`src/rtl/ucsbece154b_bp_perfmon_pkg.sv`:
```
// Shared definitions for the branch-prediction performance monitor:
// counter indices, per-cycle increment bundle and the saturating adder.
package ucsbece154b_perfmon_pkg;

    localparam int PERF_CYCLES      = 0;
    localparam int PERF_JMP_TOTAL   = 1;
    localparam int PERF_JMP_CORRECT = 2;
    localparam int PERF_BR_TOTAL    = 3;
    localparam int PERF_BR_CORRECT  = 4;
    localparam int PERF_NUM_CNT     = 5;
    localparam int PERF_IDX_W       = 3;
    localparam int PERF_SHADOW_BIT  = 3;
    localparam int PERF_ADDR_W      = PERF_SHADOW_BIT + 1;

    // Wide enough for any supported CNT_WIDTH (up to 63) plus the carry bit.
    localparam int PERF_WIDE_W = 64;
    typedef logic [PERF_WIDE_W-1:0] perf_wide_t;

    typedef struct packed {
        logic [1:0] jmp_total;
        logic [1:0] jmp_correct;
        logic [1:0] br_total;
        logic [1:0] br_correct;
    } perf_inc_t;

    function automatic perf_wide_t perf_sat_add(input perf_wide_t   val,
                                                input logic [1:0]   inc,
                                                input int unsigned  width);
        perf_wide_t max_v;
        perf_wide_t sum;
        max_v = (perf_wide_t'(1) << width) - perf_wide_t'(1);
        sum   = val + perf_wide_t'(inc);
        return (sum > max_v) ? max_v : sum;
    endfunction

endpackage

```
`src/rtl/ucsbece154b_bp_perfmon_if.sv`:
```
// Counter read port: one request per cycle, response exactly one cycle later.
interface ucsbece154b_bp_perfmon_if
    import ucsbece154b_perfmon_pkg::*;
#(
    parameter int CNT_WIDTH = 32
);
    logic                   req_valid_i;
    logic [PERF_ADDR_W-1:0] req_addr_i;
    logic                   req_ready_o;
    logic                   rsp_valid_o;
    logic [CNT_WIDTH-1:0]   rsp_data_o;

    modport master (
        output req_valid_i, req_addr_i,
        input  req_ready_o, rsp_valid_o, rsp_data_o
    );

    modport slave (
        input  req_valid_i, req_addr_i,
        output req_ready_o, rsp_valid_o, rsp_data_o
    );
endinterface

```
`src/rtl/ucsbece154b_bp_perfmon_sat_counter.sv`:
```
// One saturating event counter; clear has priority over counting.
module ucsbece154b_sat_counter
    import ucsbece154b_perfmon_pkg::*;
#(
    parameter int CNT_WIDTH = 32
) (
    input  logic                 clk,
    input  logic                 reset,
    input  logic                 i_enable,
    input  logic                 i_clear,
    input  logic [1:0]           i_inc,
    output logic [CNT_WIDTH-1:0] o_count
);
    logic [CNT_WIDTH-1:0] r_count;
    logic [CNT_WIDTH-1:0] w_next;

    assign w_next = CNT_WIDTH'(perf_sat_add(perf_wide_t'(r_count), i_inc, CNT_WIDTH));

    // NOTE: state registers use non-blocking assignments so every flop samples pre-edge values.
    always_ff @(posedge clk) begin
        if (reset || i_clear) begin
            r_count <= '0;
        end else if (i_enable) begin
            r_count <= w_next;
        end
    end

    assign o_count = r_count;
endmodule

```
`src/rtl/ucsbece154b_bp_perfmon.sv`:
```
// Branch/jump prediction performance monitor with live and shadow counter
// sets and a one-cycle-latency read port.
module ucsbece154b_bp_perfmon
    import ucsbece154b_perfmon_pkg::*;
#(
    parameter int CNT_WIDTH = 32,
    parameter int NUM_SLOTS = 2
) (
    input  logic                 clk,
    input  logic                 reset,
    input  logic                 enable_i,
    input  logic [NUM_SLOTS-1:0] res_valid_i,
    input  logic [NUM_SLOTS-1:0] res_is_jump_i,
    input  logic [NUM_SLOTS-1:0] res_mispredict_i,
    input  logic                 clear_i,
    input  logic                 snap_i,
    ucsbece154b_bp_perfmon_if.slave rd_bus
);
    perf_inc_t               w_inc;
    logic [1:0]              w_cnt_inc [PERF_NUM_CNT];
    logic [CNT_WIDTH-1:0]    w_live    [PERF_NUM_CNT];
    logic [CNT_WIDTH-1:0]    r_shadow  [PERF_NUM_CNT];
    logic [PERF_IDX_W-1:0]   w_rd_idx;
    logic [CNT_WIDTH-1:0]    w_rd_data;
    logic                    w_accept;
    logic                    r_armed;
    logic                    r_ready;
    logic                    r_rsp_valid;
    logic [CNT_WIDTH-1:0]    r_rsp_data;

    // NOTE: every output of an always_comb gets a default first, so no path can infer a latch.
    always_comb begin
        w_inc = '0;
        for (int k = 0; k < NUM_SLOTS; k++) begin
            if (res_valid_i[k]) begin
                if (res_is_jump_i[k]) begin
                    w_inc.jmp_total = w_inc.jmp_total + 2'd1;
                    if (!res_mispredict_i[k]) w_inc.jmp_correct = w_inc.jmp_correct + 2'd1;
                end else begin
                    w_inc.br_total = w_inc.br_total + 2'd1;
                    if (!res_mispredict_i[k]) w_inc.br_correct = w_inc.br_correct + 2'd1;
                end
            end
        end
    end

    assign w_cnt_inc[PERF_CYCLES]      = 2'd1;
    assign w_cnt_inc[PERF_JMP_TOTAL]   = w_inc.jmp_total;
    assign w_cnt_inc[PERF_JMP_CORRECT] = w_inc.jmp_correct;
    assign w_cnt_inc[PERF_BR_TOTAL]    = w_inc.br_total;
    assign w_cnt_inc[PERF_BR_CORRECT]  = w_inc.br_correct;

    for (genvar g = 0; g < PERF_NUM_CNT; g++) begin : g_cnt
        ucsbece154b_sat_counter #(
            .CNT_WIDTH (CNT_WIDTH)
        ) u_cnt (
            .clk      (clk),
            .reset    (reset),
            .i_enable (enable_i),
            .i_clear  (clear_i),
            .i_inc    (w_cnt_inc[g]),
            .o_count  (w_live[g])
        );
    end

    // NOTE: the shadow set is a small register file that must read 0 after reset, so it is reset explicitly.
    always_ff @(posedge clk) begin
        if (reset) begin
            for (int i = 0; i < PERF_NUM_CNT; i++) r_shadow[i] <= '0;
        end else if (snap_i) begin
            for (int i = 0; i < PERF_NUM_CNT; i++) r_shadow[i] <= w_live[i];
        end
    end

    assign w_rd_idx = rd_bus.req_addr_i[PERF_IDX_W-1:0];

    always_comb begin
        w_rd_data = '0;
        if (int'(w_rd_idx) < PERF_NUM_CNT) begin
            w_rd_data = rd_bus.req_addr_i[PERF_SHADOW_BIT] ? r_shadow[w_rd_idx] : w_live[w_rd_idx];
        end
    end

    assign w_accept = rd_bus.req_valid_i && r_ready;

    // Ready trails reset release by one full cycle via the armed stage.
    always_ff @(posedge clk) begin
        if (reset) begin
            r_armed     <= 1'b0;
            r_ready     <= 1'b0;
            r_rsp_valid <= 1'b0;
            r_rsp_data  <= '0;
        end else begin
            r_armed     <= 1'b1;
            r_ready     <= r_armed;
            r_rsp_valid <= w_accept;
            if (w_accept) r_rsp_data <= w_rd_data;
        end
    end

    assign rd_bus.req_ready_o = r_ready;
    assign rd_bus.rsp_valid_o = r_rsp_valid;
    assign rd_bus.rsp_data_o  = r_rsp_data;
endmodule

```
`src/flat_wrapper.sv`:
```
// flat-port wrapper written by rule: the top's interface ports become plain ports
module ucsbece154b_bp_perfmon_flat import ucsbece154b_perfmon_pkg::*;
#(
    parameter int CNT_WIDTH = 32,
    parameter int NUM_SLOTS = 2
)
  (clk, reset, enable_i, res_valid_i, res_is_jump_i, res_mispredict_i, clear_i, snap_i, rd_bus_req_valid_i, rd_bus_req_addr_i, rd_bus_req_ready_o, rd_bus_rsp_valid_o, rd_bus_rsp_data_o);
  ucsbece154b_bp_perfmon_if #(.CNT_WIDTH(CNT_WIDTH)) rd_bus_i ();
  input  logic clk;
  input  logic reset;
  input  logic enable_i;
  input  logic [NUM_SLOTS-1:0] res_valid_i;
  input  logic [NUM_SLOTS-1:0] res_is_jump_i;
  input  logic [NUM_SLOTS-1:0] res_mispredict_i;
  input  logic clear_i;
  input  logic snap_i;
  input wire logic [$bits(rd_bus_i.req_valid_i)-1:0] rd_bus_req_valid_i;
  input wire logic [$bits(rd_bus_i.req_addr_i)-1:0] rd_bus_req_addr_i;
  output wire logic [$bits(rd_bus_i.req_ready_o)-1:0] rd_bus_req_ready_o;
  output wire logic [$bits(rd_bus_i.rsp_valid_o)-1:0] rd_bus_rsp_valid_o;
  output wire logic [$bits(rd_bus_i.rsp_data_o)-1:0] rd_bus_rsp_data_o;
  assign rd_bus_i.req_valid_i = rd_bus_req_valid_i;
  assign rd_bus_i.req_addr_i = rd_bus_req_addr_i;
  assign rd_bus_req_ready_o = rd_bus_i.req_ready_o;
  assign rd_bus_rsp_valid_o = rd_bus_i.rsp_valid_o;
  assign rd_bus_rsp_data_o = rd_bus_i.rsp_data_o;
  ucsbece154b_bp_perfmon #(.CNT_WIDTH(CNT_WIDTH), .NUM_SLOTS(NUM_SLOTS)) u_core (.clk(clk), .reset(reset), .enable_i(enable_i), .res_valid_i(res_valid_i), .res_is_jump_i(res_is_jump_i), .res_mispredict_i(res_mispredict_i), .clear_i(clear_i), .snap_i(snap_i), .rd_bus(rd_bus_i));
endmodule
```
`config.mk`:
```
export PLATFORM = sky130hd
export DESIGN_NAME = ucsbece154b_bp_perfmon_flat
export DESIGN_NICKNAME = d
export VERILOG_FILES = /design/src/rtl/ucsbece154b_bp_perfmon_pkg.sv /design/src/rtl/ucsbece154b_bp_perfmon_if.sv /design/src/rtl/ucsbece154b_bp_perfmon_sat_counter.sv /design/src/rtl/ucsbece154b_bp_perfmon.sv /design/src/flat_wrapper.sv
export SDC_FILE = /design/constraint.sdc
export NUM_CORES = 1
export LEC_CHECK = 0
export BUFFER_PORTS_ARGS = -buffer_cell sky130_fd_sc_hd__buf_2
export CAP_MARGIN = 20
export CORE_MARGIN = 4
export CORE_UTILIZATION = 55
export DETAILED_ROUTE_END_ITERATION = 8
export PLACE_DENSITY = 0.76
export SLEW_MARGIN = 40
export SYNTH_ARGS = -nofsm -noshare
export SYNTH_HDL_FRONTEND = slang
export SYNTH_SLANG_ARGS = --single-unit
```
`constraint.sdc`:
```
create_clock -name clk -period 5 [get_ports clk]
set_input_delay 1 -clock clk [delete_from_list [all_inputs] [get_ports clk]]
set_output_delay 1 -clock clk [all_outputs]
set_load 0.02 [all_outputs]
```
# After elaboration in Yosys (flattened, before gate mapping)
# Memories as Yosys holds them, arrays and structs flattened.
# Index checks and enable logic that the tools add are counted.
[totals]
ff_bits = 195
latch_bits = 0
ramBits = 160
mem_bits_ro = 0
input_bits = 16
out_inout_bits = 34
wordCells = 64
n_memories = 1
[op_classes]
add_sub_neg = 9
multipliers = 0
div_mod_pow = 0
n_lt_le_gt_ge = 7
eq_ne = 0
shift = 0
n_mux = 30
n_bitwise = 6
reduce_logical = 2
[memory_table]
columns = ["name", "words", "word_bits", "rd", "rd_clocked_by_memory_dff", "write_ports", "line_no", "rtl"]
rows = [
  ["u_core.r_shadow", 5, 32, 1, 0, 5, "ucsbece154b_bp_perfmon.sv:22", "logic [CNT_WIDTH-1:0] r_shadow [PERF_NUM_CNT];"],
]
[op_table]
columns = ["cell", "count"]
rows = [
  ["2-to-1 mux 32 bit", 14],
  ["> comparator 33 x 32 -> 1 bit (second input constant)", 5],
  ["adder 32 x 2 -> 33 bit", 4],
  ["binary-select mux 32 bit (select 3 bit)", 1],
  ["adder 32 x 1 -> 33 bit (second input constant)", 1],
  ["2-to-1 mux 8 bit", 2],
  ["adder 2 x 1 -> 2 bit (second input constant)", 4],
  ["2-to-1 mux 4 bit", 2],
  ["2-to-1 mux 1 bit", 7],
  ["2-to-1 mux 3 bit", 2],
  ["bitwise OR 1 bit", 5],
  ["greater-or-equal comparator 4 bit (second input constant)", 1],
  ["2-to-1 mux 2 bit", 2],
  ["inverter 3 -> 4 bit", 1],
  ["less-than comparator 3 bit (second input constant)", 1],
  ["logical AND 1 bit", 1],
  ["logical OR 1 bit", 1],
]

# Longest topological paths before layout
# Gate-level depths: netlist of the first run.
[logic_depth]
word_depth = 10
ltp_mapped = 16
depth_no_buf = 15

# Modules after synthesis
# Synthesis of the first run repeated with hierarchy kept, for this count alone.
[hier_totals]
cells_unflattened = 1822
area_unflattened_um2 = 18555.3
[modules_own_cells]
columns = ["module", "n_inst", "cells_each", "area_each_um2", "seq_area_each_um2"]
rows = [
  ["ucsbece154b_bp_perfmon", 1, 887, 10316.1, 5505.3],
  ["ucsbece154b_sat_counter at u_core.g_cnt[0].u_cnt ...", 3, 184, 1635.3, 640.6],
  ["ucsbece154b_sat_counter at u_core.g_cnt[2].u_cnt", 1, 195, 1701.6, 640.6],
  ["ucsbece154b_sat_counter at u_core.g_cnt[1].u_cnt", 1, 188, 1631.6, 640.6],
]

# Worst setup path before layout of the first run
# Ideal clock, no wire load.
[synth_path]
kind = "in2reg"
startpoint = "input port res_valid_i[0]"
endpoint = "register u_core.g_cnt[2].u_cnt.r_count[16]"
setup_ns = 0.091
arrival_time_ns = 3.868
required_time_ns = 4.909
path_slack_ns = 1.041
path_stages = 15
path_buffers = 1
cell_sequence = "nand2_1 nor2_1 ha_1 mux2_2 ha_1 fa_1 nand4_1 or4_1 nor3_2 and4_1 a31oi_1 clkbuf_1 o21ai_1 a21oi_1 a311oi_1"
[synth_via]
elab_chain_cells = 8
[synth_rtl]
columns = ["element", "line_no", "rtl"]
rows = [
  ["start, declared", "flat_wrapper.sv:12", "input logic [NUM_SLOTS-1:0] res_valid_i;"],
  ["2-to-1 mux 8 bit *", "ucsbece154b_bp_perfmon.sv:35", "if (res_valid_i[k]) begin"],
  ["adder 2 x 1 -> 2 bit", "ucsbece154b_bp_perfmon.sv:38", "if (!res_mispredict_i[k]) w_inc.jmp_correct = w_inc.jmp_correct + 2'd1;"],
  ["2-to-1 mux 2 bit", "ucsbece154b_bp_perfmon.sv:38", ""],
  ["2-to-1 mux 4 bit", "ucsbece154b_bp_perfmon.sv:36", "if (res_is_jump_i[k]) begin"],
  ["2-to-1 mux 8 bit *", "ucsbece154b_bp_perfmon.sv:35", ""],
  ["adder 32 x 2 -> 33 bit *", "ucsbece154b_bp_perfmon_pkg.sv:32", "sum = val + perf_wide_t'(inc);"],
  ["> comparator 33 x 32 -> 1 bit", "ucsbece154b_bp_perfmon_pkg.sv:33", "return (sum > max_v) ? max_v : sum;"],
  ["2-to-1 mux 32 bit *", "ucsbece154b_bp_perfmon_pkg.sv:33", ""],
  ["end signal, assigned", "ucsbece154b_bp_perfmon_sat_counter.sv:24", "r_count <= w_next;"],
  ["end, declared", "ucsbece154b_bp_perfmon_sat_counter.sv:14", "logic [CNT_WIDTH-1:0] r_count;"],
]
# Mark *: on every way between the ends. The rest lies on a longest branch, timed or not.
# A chain may end at the register's enable or synchronous reset.

# Worst setup path in the final report of the first run
[layout_path]
startpoint = "input port res_valid_i[0]"
endpoint = "register u_core.g_cnt[2].u_cnt.r_count[23]"
# The elaborated chain is that of the path after synthesis.

==> results of run 1 <==
## sequential cells by signal (all words and copies together), names as in the netlist
register	flops
u_core.r_shadow	160
u_core.g_cnt.u_cnt.o_count	160
u_core.rd_bus.rsp_valid_o	1
u_core.rd_bus.req_ready_o	1
u_core.rd_bus.rsp_data_o	32
u_core.r_armed	1
## routing by layer
metal / track usage / up-vias / wire (µm)
met3: 0.0409 / 104 / 3720
met2: 0.416 / 693 / 22600
met5: 0 / - / 0
met4: 0.0915 / 0 / 1800
met1: 0.397 / 7428 / 21700
li1: - / 7039 / -
## cell usage after synthesis, drive strengths merged, types with 4 or more instances
| cell type | count |
|---|---|
| a211o | 4 |
| a211oi | 30 |
| a21o | 4 |
| a21oi | 142 |
| a22oi | 32 |
| a311oi | 32 |
| a31oi | 20 |
| and2 | 178 |
| and3 | 32 |
| and4 | 17 |
| buf | 21 |
| clkbuf | 125 |
| dfxtp | 195 |
| edfxtp | 160 |
| fa | 4 |
| ha | 14 |
| inv | 23 |
| mux2 | 31 |
| mux2i | 35 |
| mux4 | 32 |
| nand2 | 154 |
| nand2b | 6 |
| nand3 | 83 |
| nand4 | 27 |
| nor2 | 159 |
| nor2b | 10 |
| nor3 | 56 |
| nor4 | 17 |
| o21a | 9 |
| o21ai | 118 |
| o221a | 6 |
| o22a | 32 |
| o22ai | 36 |
| or2 | 5 |
| or3 | 12 |
| or4 | 5 |
| xnor2 | 5 |
## cell type report
class | count | area share
Timing Repair Buffer | 88 | 0.0316
Clock buffer | 54 | 0.0536
Multi-Input combinational cell | 1381 | 0.442
Inverter | 23 | 0.00432
Clock inverter | 15 | 0.00507
Tap cell | 442 | 0.0276
Sequential cell | 355 | 0.435
## kinds of logic after synthesis
group / Yosys count / share of synthesized area
buffers and inverters: 169 / 0.0356
adders and majority gates: 18 / 0.0140
muxes: 98 / 0.0781
AOI/OAI and AO/OA: 482 / 0.167
xor gates and xnor gates: 8 / 0.00386
and+or+nand+nor: 775 / 0.222
DFF: 355 / 0.479
## metrics by stage
| step | area (µm²) | instances | total power, µW | utilization | setup WS [ns] |
|---|---|---|---|---|---|
| finish | 20000 | 2358 | 6350 | 0.615 | 0.836 |
| global route | 20000 | 2358 | 6540 | 0.615 | 0.585 |
| CTS | 20000 | 2358 | 6360 | 0.615 | 0.879 |
| detailed placement | 18800 | 2289 | 3700 | 0.579 | 0.356 |
| global placement | 18800 | 2287 | 3680 | 0.577 | 0.153 |
| floorplan | 18200 | 1905 | 3540 | - | 1.04 |
## worst max path at each step
stage                   start                                              to  slack [ns]  cells past startpoint
3_3_place_gp   res_valid_i[0]  u_core.g_cnt[2].u_cnt.o_count[17]$_SDFFE_PP0P_        0.15                     16
2_1_floorplan  res_valid_i[0]  u_core.g_cnt[2].u_cnt.o_count[16]$_SDFFE_PP0P_        1.04                     15
3_5_place_dp   res_valid_i[0]  u_core.g_cnt[2].u_cnt.o_count[19]$_SDFFE_PP0P_        0.36                     15
6_report       res_valid_i[0]  u_core.g_cnt[2].u_cnt.o_count[23]$_SDFFE_PP0P_        0.84                     15
4_1_cts        res_valid_i[0]  u_core.g_cnt[2].u_cnt.o_count[23]$_SDFFE_PP0P_        0.88                     15
5_1_grt        res_valid_i[0]  u_core.g_cnt[2].u_cnt.o_count[19]$_SDFFE_PP0P_        0.58                     15
## power by group
part	switching [µW]	internal (µW)	total, µW
clock network	1150	1550	2700
logic	300	167	467
registers	59.3	3120	3180
==> summary.md, run 1 <==
| Metric | Value |
|---|---|
| Boundary Pins | `50` |
| Ratio of cells with drive above 1 in the final layout | `0.121` |
| Die height | `190 µm` |
| Hold WS | `around 0.44 ns` |
| Critical path's largest stage delay | `roughly 0.69 ns` |
| Layout area overhead | `10.1%` |
| Final HPWL DP | `approximately 33000 µm` |
| Vias in the first global route | `13889` |
| CTS Sinks | `between 300 and 400` |
| Final ANT Viol Nets | `0` |
| Commonest cells after routing, fill and taps aside | `195 x dfxtp_1, 177 x and2_1, 160 x edfxtp_1, 157 x nor2_1, 154 x nand2_1` |
| Yosys Warn Count | `0` |
| FF/Latch Area | `between 0.008 and 0.009 mm²` |
| Starting Density | `0.559` |
| Worst skew pair latency | `0.53 ns` |
| Hold Path Stages | `1` |
| Reg2Reg Depth | `9` |
| Post-DR wirelength/cell | `roughly 21 µm` |
| Die ar. | `roughly 0.036 mm²` |
| Die W | `~190 µm` |
| Syn Area/Cell | `approximately 9.5 µm²` |
| Fillers | `2731` |
| Measured slew at the worst slew-check pin | `0.778 ns` |
| Pwr/cell area | `about 320 mW/mm²` |
| Hold path startpoint | `u_core.r_armed$_DFF_P_` |
| Most common cell after layout, fill and taps aside | `dfxtp_1` |
| Ys flop type | `dfxtp_1` |
| Post-Syn Instances | `between 1500 and 2000` |
| Cell Area, Synth | `~0.018 mm²` |
| Post-route DRC | `0` |
| Fmax | `between 200 and 250 MHz` |
| CTS root buffer | `clkbuf_16` |
| Critical-path cell list | `buf_2 > nand2_1 > nor2_1 > ha_1 > mux2_2 > ha_1 > fa_1 > nand4_1 > or4_1 > nor3_2 > and4_1 > a31o_2 > nor2_1 > or3_1 > a21oi_1` |
| Top cell type's share of synthesized area | `0.264` |
| Via density per instance | `6.47` |
| Largest net degree at the start of global routing | `approximately 120` |
| Num CTS Buffers | `38` |
| Setup_tns | `0 ns` |
| Cts hold-fix bufs | `0` |
| GRT Total Usage | `0.271` |
| Setup crit start kind | `primary input` |
| Site row count | `66` |
| Syn Nets | `1939` |
| Unique masters post-synth | `65` |
| # diodes | `0` |
| CTS resizes | `0` |
| Crit Path Category | `in -> reg` |
| Bufs on Longest Clock Path | `3` |
| Min-Delay Path Class | `reg -> reg` |
| Clock transition at path regs | `0.06 ns` |
| Initial antenna violation count | `0` |
| EDFF count, synth | `160` |
| Worst Skew | `approximately 0.013 ns` |
| Top cells by area, synth | `edfxtp_1 26%, dfxtp_1 21%, and2_1 6.1%, mux4_2 4.0%, a21oi_1 3.9%` |
| Layout Nets | `1921` |
| Routed via count | `approximately 15000` |
| Worst Path Max Fanout | `16` |
| DRT Pass-1 Iters | `6` |
| Ys async rst share | `0` |
| Reg-to-reg endpoint | `u_core.g_cnt[0].u_cnt.o_count[12]$_SDFFE_PP0P_` |
| CP endpoint kind | `flop` |
| Core Box Area | `between 0.03 and 0.04 mm²` |
| Fin. max-slew vios | `0` |
| VDD IR max | `0.203 mV` |
| Min cycle time layout | `~4.2 ns` |
| Post-CTS Setup Bufs | `0` |
| Max-capacitance violation count | `0` |
| Final Setup Violations | `0` |
| Routability-driven placement congestion ratio | `~0.9` |
| Relative slew slack | `0.482` |
| Detailed Route WL | `roughly 50000 µm` |
| CTS tree | `built` |
| Max H-tree Level | `2` |
| Worst reg2reg setup slack | `~1.5 ns` |
| Synth area leader | `edfxtp_1` |
| Area of the multi-input gates | `0.00885 mm²` |
| WHS Endpoint | `u_core.rd_bus.req_ready_o$_SDFF_PP0_` |
| Violation count after the first detailed-route iteration | `1636` |
| Delay-heaviest family, CP | `simple AND/OR/NAND/NOR gates` |
| Fin crit share | `0.833` |
| Crit path buf inv count | `1` |
| GRT overflow | `0` |
| Slowest cell on the critical path | `or4_1` |
| Sequential share of the synthesized area | `0.479` |
| Pleak | `a little over 0.007 µW` |
| WP data arrival | `around 4.6 ns` |
| Outcome | `completed` |
| Hold Fails Final Rpt | `0` |
| Port Buffers | `just under 50` |
| RR Startpoint | `u_core.g_cnt[0].u_cnt.o_count[0]$_SDFFE_PP0P_` |
| Number of synthesized register bits | `between 300 and 400` |
| RSZ-0062 raised after global routing | `no` |
| Worst Path Required | `5.45 ns` |
| Global-route wire length before repair | `around 79000 µm` |
Power figures use the tool's default switching activity.
==> run 2, diff against run 1 <==
--- a/config.mk
+++ b/config.mk
@@ -10,7 +10,7 @@
 export CORE_MARGIN = 4
 export CORE_UTILIZATION = 55
 export DETAILED_ROUTE_END_ITERATION = 8
-export PLACE_DENSITY = 0.76
+export PLACE_DENSITY = 0.78
 export SLEW_MARGIN = 40
 export SYNTH_ARGS = -nofsm -noshare
 export SYNTH_HDL_FRONTEND = slang
==> constraint.sdc (replaced) <==
create_clock -name clk -period 3.7 [get_ports clk]
set_input_delay 0.74 -clock clk [delete_from_list [all_inputs] [get_ports clk]]
set_output_delay 0.74 -clock clk [all_outputs]
set_load 0.02 [all_outputs]
==> summary.md, run 2 (same netlist as run 1, synthesis figures left out) <==
| Metric | Value |
|---|---|
| Most common cell after layout, fill and taps aside | `dfxtp_1 (unchanged)` |
| Relative slew slack | `0.452 (was 0.482)` |
| Final WS setup | `0.186 ns (was 0.836 ns)` |
| CTS root buffer | `clkbuf_16 (unchanged)` |
| Sw Share | `0.231 (was 0.238)` |
| Delay-heaviest family, CP | `simple AND/OR/NAND/NOR gates (unchanged)` |
| Max-capacitance violation count | `0 (unchanged)` |
| Routed via count | `15582 (was 15264)` |
| Final core utilization | `0.632 (was 0.615)` |
| Worst Path Required | `4.11 ns (was 5.45 ns)` |
| GRT overflow | `0 (unchanged)` |
| CP endpoint kind | `flop (unchanged)` |
| Min cycle time layout | `around 3.5 ns` |
| Critical-path cell list | `buf_2 > nand2_1 > nor2_1 > ha_1 > mux2_2 > ha_1 > fa_1 > nand4_1 > or4_1 > nor3_2 > and4_1 > buf_4 > a31oi_2 > buf_4 > nand2b_1 > a21oi_1 > a311oi_1 (was buf_2 > nand2_1 > nor2_1 > ha_1 > mux2_2 > ha_1 > fa_1 > nand4_1 > or4_1 > nor3_2 > and4_1 > a31o_2 > nor2_1 > or3_1 > a21oi_1)` |
| Layout Nets | `1968 (was 1921)` |
| Starting Density | `0.559 (unchanged)` |
| Fmax | `~280 MHz` |
| Clk network pwr share | `0.446 (was 0.425)` |
| Outcome | `completed (unchanged)` |
| Clock transition at path regs | `0.06 ns (about the same)` |
| Pre-CTS setup slack | `-0.290 ns (was 0.356 ns)` |
| Worst skew pair latency | `0.53 ns (about the same)` |
| Die W | `190 µm (unchanged)` |
| WP data arrival | `3.93 ns (was 4.61 ns)` |
| Core Box Area | `0.0325 mm² (unchanged)` |
| Crit Path Category | `in -> reg (unchanged)` |
| Violation count after the first detailed-route iteration | `1886 (was 1636)` |
| CTS tree | `built (unchanged)` |
| DRT Pass-1 Iters | `8 (was 6)` |
| Slowest cell on the critical path | `or4_1 (unchanged)` |
| Fillers | `2632 (was 2731)` |
| Post-CTS Setup Bufs | `0 (unchanged)` |
| Final HPWL DP | `34300 µm (was 33000 µm)` |
| Max H-tree Level | `2 (unchanged)` |
| Psw | `2060 µW (was 1510 µW)` |
| Num CTS Buffers | `38 (unchanged)` |
| Min-Delay Path Class | `reg -> reg (unchanged)` |
| Commonest cells after routing, fill and taps aside | `195 x dfxtp_1, 177 x and2_1, 160 x edfxtp_1, 156 x nor2_1, 154 x nand2_1 (was 195 x dfxtp_1, 177 x and2_1, 160 x edfxtp_1, 157 x nor2_1, 154 x nand2_1)` |
| Global-route wire length before repair | `81300 µm (was 79000 µm)` |
| Die height | `190 µm (unchanged)` |
| Internal power | `6880 µW (was 4830 µW)` |
| Port Buffers | `49 (unchanged)` |
| Via density per instance | `6.48 (was 6.47)` |
| Final ANT Viol Nets | `0 (unchanged)` |
| Post-route DRC | `0 (unchanged)` |
| Fin crit share | `0.950` |
| Final Setup Violations | `0 (unchanged)` |
| Worst Skew | `0.0257 ns (was 0.0130 ns)` |
| Critical path's largest stage delay | `0.61 ns (was 0.69 ns)` |
| Pleak | `0.00752 µW (was 0.00721 µW)` |
| Cts hold-fix bufs | `0 (unchanged)` |
| Worst Path Max Fanout | `18 (was 16)` |
| Tot Pwr | `8940 µW (was 6350 µW)` |
| Ratio of cells with drive above 1 in the final layout | `0.145 (was 0.121)` |
| Fin. max-slew vios | `0 (unchanged)` |
| Measured slew at the worst slew-check pin | `0.822 ns (was 0.778 ns)` |
| Logic pwr share | `0.073 (was 0.074)` |
| Crit path buf inv count | `3 (was 1)` |
| Routability-driven placement congestion ratio | `0.944 (was 0.899)` |
| Hold Fails Final Rpt | `0 (unchanged)` |
| Pwr/cell area | `435 mW/mm² (was 317 mW/mm²)` |
| Largest net degree at the start of global routing | `161 (was 124)` |
| Sequential share of power | `0.481 (was 0.501)` |
| CTS resizes | `0 (unchanged)` |
| VDD IR max | `0.267 mV (was 0.203 mV)` |
| Detailed Route WL | `51500 µm (was 49800 µm)` |
| Site row count | `66 (unchanged)` |
| Boundary Pins | `50 (unchanged)` |
| Layout area overhead | `13.1% (was 10.1%)` |
| Bufs on Longest Clock Path | `3 (unchanged)` |
| Vias in the first global route | `14599 (was 13889)` |
| Initial antenna violation count | `1 (was 0)` |
| GRT Total Usage | `0.278 (was 0.271)` |
| CTS Sinks | `355 (unchanged)` |
| Post-DR wirelength/cell | `21.4 µm (was 21.1 µm)` |
| Setup crit start kind | `primary input (unchanged)` |
| Die ar. | `0.0360 mm² (unchanged)` |
-- run 2: cell count changes in the layout (fill, tap and decap cells not counted), moves of 3 or more --
cell	change
buf_4	+43
clkbuf_8	+3
buf_12	+7
bufinv_16	+4
clkbuf_1	-4
clkinv_2	-3
-- run 2: per-stage QoR --
step	setup TNS (ns)	std cells	cell area [µm²]	hold WS [ns]
floorplan	0	1905	18200	0.414
global placement	-6.19	2335	19200	0.424
detailed placement	-10.97	2336	19200	0.448
CTS	0	2405	20500	0.459
global route	-0.00653	2406	20600	0.472
finish	0	2406	20600	0.457
-- run 2: area by class of cell --
type	count	area (µm²)	share of cell area
inverter	23	86.3	0.00420
multi-input combinational	1381	8860	0.431
sequential	355	8710	0.424
clock inverter	16	206	0.0100
timing repair buffer	135	1040	0.0504
clock buffer	53	1100	0.0535
tap	442	553	0.0269
antenna	1	2.50	0.000122
-- run 2: power by group through the flow --
stage / Combinational (µW) / Clock, µW / Sequential (µW)
2_1_floorplan: 427 / 0 / 4360
3_3_place_gp: 627 / 0 / 4370
3_5_place_dp: 645 / 0 / 4380
4_1_cts: 649 / 4020 / 4300
5_1_grt: 704 / 4190 / 4310
6_report: 656 / 3990 / 4300
-- run 2: worst reg2reg max path, cell delays in order (launching register included) --
cell and delay (ns):
dfxtp_1 0.46, ha_1 0.31, nand4_1 0.27, nor4_1 0.55
a21oi_1 0.18, nor2_1 0.21, nand4_1 0.22, nor4_4 0.55
a31oi_1 0.27, a211oi_1 0.33
-- run 2: layer usage --
metal,global-route usage,vias to the layer above,share of wire
met5,0,-,0
met2,0.440,821,0.45
met4,0.102,0,0.040
li1,-,7124,-
met3,0.0495,130,0.089
met1,0.388,7507,0.42
-- run 2: final timing paths --
path	slack, ns	cells past startpoint	endpoint	start
worst max-delay path	0.19	17	u_core.g_cnt[2].u_cnt.o_count[3]$_SDFFE_PP0P_	res_valid_i[0]
worst min-delay path	0.46	1	u_core.rd_bus.req_ready_o$_SDFF_PP0_	u_core.r_armed$_DFF_P_
worst max register to register	0.26	9	u_core.g_cnt[0].u_cnt.o_count[12]$_SDFFE_PP0P_	u_core.g_cnt[0].u_cnt.o_count[0]$_SDFFE_PP0P_
worst min register to register	0.46	1	u_core.rd_bus.req_ready_o$_SDFF_PP0_	u_core.r_armed$_DFF_P_
